<file path="config.mk">
export PLATFORM = sky130hd
export DESIGN_NAME = bcd_countdown_timer
export DESIGN_NICKNAME = d
export VERILOG_FILES = /design/src/rtl/bcd_countdown_timer.sv
export SDC_FILE = /design/constraint.sdc
export NUM_CORES = 1
export LEC_CHECK = 0
export CAP_MARGIN = 25
export CORE_MARGIN = 2
export CORE_UTILIZATION = 44
export DETAILED_ROUTE_END_ITERATION = 10
export HOLD_SLACK_MARGIN = 0.08
export PLACE_DENSITY = 0.77
export SETUP_SLACK_MARGIN = 0.05
export SKIP_CTS_REPAIR_TIMING = 1
export SYNTH_ARGS = -nofsm -noshare
export SYNTH_HDL_FRONTEND = slang
export SYNTH_SLANG_ARGS = --single-unit
export TNS_END_PERCENT = 20
</file>
<file path="constraint.sdc">
create_clock -name clk -period 1.81 [get_ports clk]
set_input_delay 0.362 -clock clk [delete_from_list [all_inputs] [get_ports clk]]
set_output_delay 0.362 -clock clk [all_outputs]
set_load 0.03 [all_outputs]
</file>
<file path="src/rtl/bcd_countdown_timer.sv">
// bcd_countdown_timer: multi-digit BCD down-counter with IDLE/RUN/PAUSE/DONE control and prescaler.
module bcd_countdown_timer #(
    parameter int DIGITS   = 2,
    parameter int PRESCALE = 1
) (
    input  logic                clk,
    input  logic                rst,
    input  logic                load,
    input  logic [4*DIGITS-1:0] load_val,
    input  logic                start,
    input  logic                stop,
    output logic [4*DIGITS-1:0] cnt,
    output logic                running,
    output logic                done
);
    localparam int W  = 4 * DIGITS;
    localparam int PW = PRESCALE > 1 ? $clog2(PRESCALE) : 1;

    typedef enum logic [1:0] {IDLE, RUN, PAUSE, DONE} state_t;

    state_t        state;
    logic [PW-1:0] pre;
    logic [W-1:0]  san_val;
    logic [W-1:0]  dec_val;

    function automatic logic [W-1:0] sanitize(input logic [W-1:0] v);
        logic [W-1:0] r;
        for (int i = 0; i < DIGITS; i++)
            r[4*i+:4] = v[4*i+:4] > 4'd9 ? 4'd9 : v[4*i+:4];
        return r;
    endfunction

    // borrow ripples from digit 0 upward; a zero digit wraps to 9
    function automatic logic [W-1:0] decrement(input logic [W-1:0] v);
        logic [W-1:0] r;
        logic         b;
        b = 1'b1;
        for (int i = 0; i < DIGITS; i++) begin
            r[4*i+:4] = b ? (v[4*i+:4] == 4'd0 ? 4'd9 : v[4*i+:4] - 4'd1) : v[4*i+:4];
            b = b && (v[4*i+:4] == 4'd0);
        end
        return r;
    endfunction

    always_comb begin
        san_val = sanitize(load_val);
        dec_val = decrement(cnt);
    end

    always_ff @(posedge clk or negedge rst) begin
        if (!rst) begin
            cnt     <= '0;
            state   <= IDLE;
            pre     <= '0;
            running <= 1'b0;
            done    <= 1'b0;
        end else begin
            done <= 1'b0;
            if (load) begin
                cnt     <= san_val;
                state   <= IDLE;
                pre     <= '0;
                running <= 1'b0;
            end else begin
                case (state)
                    IDLE: if (!stop && start && cnt != '0) begin
                        state   <= RUN;
                        running <= 1'b1;
                    end
                    RUN: if (stop) begin
                        state   <= PAUSE;
                        running <= 1'b0;
                    end else if (cnt == '0) begin
                        state   <= DONE;
                        running <= 1'b0;
                    end else if (pre == PW'(PRESCALE - 1)) begin
                        pre <= '0;
                        cnt <= dec_val;
                        if (dec_val == '0) begin
                            state   <= DONE;
                            running <= 1'b0;
                            done    <= 1'b1;
                        end
                    end else begin
                        pre <= pre + PW'(1);
                    end
                    PAUSE: if (!stop && start) begin
                        state   <= RUN;
                        running <= 1'b1;
                    end
                    DONE: state <= DONE;
                    default: begin
                        state   <= IDLE;
                        running <= 1'b0;
                    end
                endcase
            end
        end
    end
endmodule
</file>
# Yosys cells after proc, flatten, opt, wreduce, memory -nomap -nowiden
# Index checks and enable logic that the tools add are counted.
[word_totals]
ff_bits = 13
latchBits = 0
ramBits = 0
rom_bits = 0
in_bits = 13
output_inout_bits = 10
word_cells = 72
memories = 0
[classes]
n_addsub = 3
n_mul = 0
div_mod_pow = 0
magnitude_cmp = 2
n_eq_ne = 10
n_shift = 0
n_mux = 37
bitwise = 0
reduce_logical = 15
[ops]
columns = ["cell", "count"]
rows = [
  ["$mux W8", 5],
  ["$mux W4", 5],
  ["$mux W1", 18],
  ["$logic_not A8 Y1", 2],
  ["$mux W2", 7],
  ["$ne A5 B5 Y1 const B", 2],
  ["$gt A4 B4 Y1 const B", 2],
  ["$logic_not A4 Y1", 2],
  ["$pmux W2 S4", 1],
  ["$reduce_and A4 Y1", 2],
  ["$reduce_bool A8 Y1", 1],
  ["$sub A4 B1 Y4 const B", 2],
  ["$ne A2 B2 Y1 const B", 3],
  ["$ne A3 B3 Y1 const B", 2],
  ["$reduce_and A5 Y1", 1],
  ["$eq A2 B2 Y1 const B", 2],
  ["$reduce_bool A4 Y1", 1],
  ["$pmux W1 S3", 1],
  ["$reduce_and A3 Y1", 1],
  ["$eq A2 B1 Y1 const B", 1],
  ["$logic_and A1 B1 Y1", 2],
  ["$logic_not A2 Y1", 1],
  ["$reduce_bool A2 Y1", 1],
  ["$add A1 B1 Y1 const B", 1],
  ["$logic_not A1 Y1", 1],
]

# Depth between registers and ports, before layout
[logic_depth]
depth_word = 10
ltp_mapped = 5
depth_no_buf = 4

# Least setup slack after synthesis
# Ideal clock, no wire load.
[synth_timing]
path_type = "reg2reg"
from = "reg cnt[0]"
to = "reg cnt[5]"
setup_ns = 0.082
t_arrival_ns = 1.628
t_required_ns = 1.728
path_slack_ns = 0.100
stages_incl_launch_ff = 5
path_buffers = 1
synth_period_minus_slack_ns = 1.710
cell_sequence = "dfrtp_1 or4b_1 buf_6 o41a_1 o22ai_2"
[synth_between]
elab_chain_len = 7
elab_cells_between_ends = 10
cone_classes = "eq/ne (1); mux (6); reduce/logical (3)"
[synth_rtl]
columns = ["element", "line", "text"]
rows = [
  ["start, declared", "12", "output logic [4*DIGITS-1:0] cnt,"],
  ["start signal, assigned", "60", "cnt <= san_val;"],
  ["start signal, assigned", "78", "cnt <= dec_val;"],
  ["$logic_not A4 Y1", "40", "b = b && (v[4*i+:4] == 4'd0);"],
  ["$mux W4", "39", "r[4*i+:4] = b ? (v[4*i+:4] == 4'd0 ? 4'd9 : v[4*i+:4] - 4'd1) : v[4*i+:4];"],
  ["$mux W8", "76", "end else if (pre == PW'(PRESCALE - 1)) begin"],
  ["$mux W8", "73", "end else if (cnt == '0) begin"],
  ["$mux W8", "70", "RUN: if (stop) begin"],
  ["$mux W8", "65", "case (state)"],
  ["$mux W8", "59", "if (load) begin"],
]
# Parallel ways exist; a longest one is shown, timed or not. The select of a mux whose other input is x is not followed.
# A chain may end at the register's enable or synchronous reset.

# Final worst setup path
[layout_timing]
from = "in stop"
to = "reg cnt[3]"
[layout_between]
elab_chain_len = 2
[layout_rtl]
columns = ["element", "line", "text"]
rows = [
  ["start, declared", "11", "input logic stop,"],
  ["$ne A2 B2 Y1 (no source line)", "-", ""],
  ["$reduce_and A4 Y1 (no source line)", "-", ""],
]
# Every way passes these cells.

==> summary.txt <==
Synth Area per Inst -> 9.44 sq um
Hold Crit Class -> in -> async
commonest cells after routing, fill and taps aside -> 15 x clkdlybuf4s50_1, 12 x dfrtp_1, 12 x buf_4
Least-Margin Pin Slew -> 568 ps
Starting Density -> 47.0%
PD cells -> 644 mW/mm^2
LEAKAGE -> 0.491 nW
GP Congestion -> 0.764
area of all placed cells without fillers -> 0.00107 sq mm
RSZ-0062 raised after global routing -> yes
combinational power share -> 31.1%
min Tclk post-route -> 1790 ps
CTS H-tree depth -> 1
largest net degree at the start of global routing -> 15
most common cell after layout, fill and taps aside -> clkdlybuf4s50_1
Critical Path RT -> 1970 ps
fin. max-slew vios -> 0
Cell variety after synth -> 35
Layout fillers -> 121
f_max -> 0.560 GHz
num ports -> 23
CTS tree -> yes
Clock Latency Late Sink -> 270 ps
fin crit share -> 98.7%
Layout Area Growth over Synthesis -> 51.6%
CORE AREA -> 0.00151 sq mm
GR Util All Layers -> 21.7%
sequential fraction of design power -> 44.6%
Vias/cell -> 5.73
post-synthesis async set-or-reset flop share -> 100%
Net Count, Synth -> 88
# Max-Cap Violations -> 0
Antenna Nets Post-Route -> 0
Crit path arrival time -> 1950 ps
vias in the first global route -> 680
total CTS buffers -> 3
net switching power -> 0.000222 W
clock buffer depth -> 2
placed cell area -> 0.00102 sq mm
kind of critical path -> in -> reg
Net Sw Frac -> 32.1%
post-synthesis cell area -> 708 sq um
DIE HEIGHT -> 44.1 um
Warnings, synthesis -> 0
skew final -> 7.92 ps
IO Port Bufs -> 22
Die Area -> 0.00195 sq mm
Placement Setup Slack -> -282 ps
Die W -> 44.1 um
drt initial violations -> 12
Mapped Cells -> 75
Antenna Cells -> 0
Worst Setup End Kind -> flop
Pint -> 0.000469 W
first-pass GRT wire length -> 3100 um
status -> finished clean
CP Launch Type -> input pin
CTS Sinks -> 12
Storage cell area -> 300 sq um
Clock power frac -> 24.3%
Final Hold Fails -> 0
worst-path fanout max -> 9
Slew headroom -> 62.0%
HPWL after detailed placement -> 1370 um
Seq/Total Area, Yosys -> 42.4%
row count -> 14
Worst-path clk slew -> 80 ps
Worst VDD drop -> 0.000387 V
Finish-stage setup viols -> 0
Final nets -> 124
gr ovfl total -> 0
Routed WL -> 1800 um
synthesized flop and latch total -> 12
final worst slack -> 23.4 ps
share of cells above drive strength 1 -> 20.2%
wire per inst -> 14.4 um
initial antenna violation count -> 0
Root Buffer -> clkbuf_4
Remaining DRCs -> 0
Synth Flop Type -> dfrtp_1
EDFF count, synth -> 0
Detailed Routing Iterations Pass 1 -> 5
Multi-input gate area -> 384 sq um
via count -> 716
-- layer usage --
layer	global-route usage, %	vias up	routed length (um)
li1	-	351	-
met1	29.1	344	792
met5	0	-	0
met4	9.09	0	10
met2	35.6	19	893
met3	2.45	2	100
-- kinds of logic (layout without fill, tap and decap cells) --
logic type,Yosys count,count (layout),synth area share (%)
multiplexers,2,2,2.83
AND/OR/NAND/NOR,28,28,24.2
AO/OA/AOI/OAI,25,25,25.3
flip-flops,12,12,42.4
buffers and inverters,8,42,5.30
-- Yosys cell counts (all sizes together), types with 3 or more instances --
library cell / number / area (sq um)
dfrtp: 12 / 300
nand3b: 4 / 30.0
inv: 5 / 18.8
nor2: 7 / 33.8
nand2: 5 / 18.8
a21oi: 3 / 15.0
nor2b: 3 / 18.8
o21ai: 9 / 45.0
-- through the flow --
step	cells	power (W)	setup TNS (ps)	utilization [%]	hold slack [ps]
after floorplan	75	0.000413	0	-	66.4
after global placement	122	0.000520	-1330	67.7	542
after detailed placement	122	0.000527	-1670	67.7	529
after CTS	125	0.000692	-41.0	69.2	467
after global routing	125	0.000728	-180	71.3	509
final	125	0.000691	0	71.3	450
-- registers in the layout, indices dropped and copies added (netlist names) --
register,cells
cnt,8
running,1
state,2
done,1
-- power groups by stage --
stage          clock [W]  sequential [W]  combinational, W
2_1_floorplan          0        0.000352         0.0000611
3_3_place_gp           0        0.000311          0.000209
3_5_place_dp           0        0.000313          0.000214
4_1_cts         0.000169        0.000307          0.000215
5_1_grt         0.000181        0.000312          0.000234
6_report        0.000168        0.000308          0.000215
-- worst max-delay path, cell delays in order --
cell and delay (ps):
clkdlybuf4s50_1 420, or4b_1 510, buf_4 190, o31a_1 240, a31oi_1 150, o21ai_1 80
-- layout make-up --
| class | count | area share, % |
|---|---|---|
| Multi-Input combinational cell | 55 | 35.8 |
| Inverter | 5 | 1.75 |
| Timing Repair Buffer | 34 | 30.5 |
| Clock buffer | 3 | 2.10 |
| Sequential cell | 12 | 28.0 |
| Tap cell | 16 | 1.86 |
-- worst paths after layout --
check / start / end / slack, ps / cells after the start
min reg2reg: running / running / 550 / 2
min in group clk: running / running / 550 / 2
max reg2reg: cnt[4] / cnt[5] / 150 / 5
max: stop / cnt[3] / 20 / 6
min: rst / cnt[4] / 450 / 1
max in group asynchronous: rst / cnt[6] / 980 / 1
(Power assumes the default switching activity.)
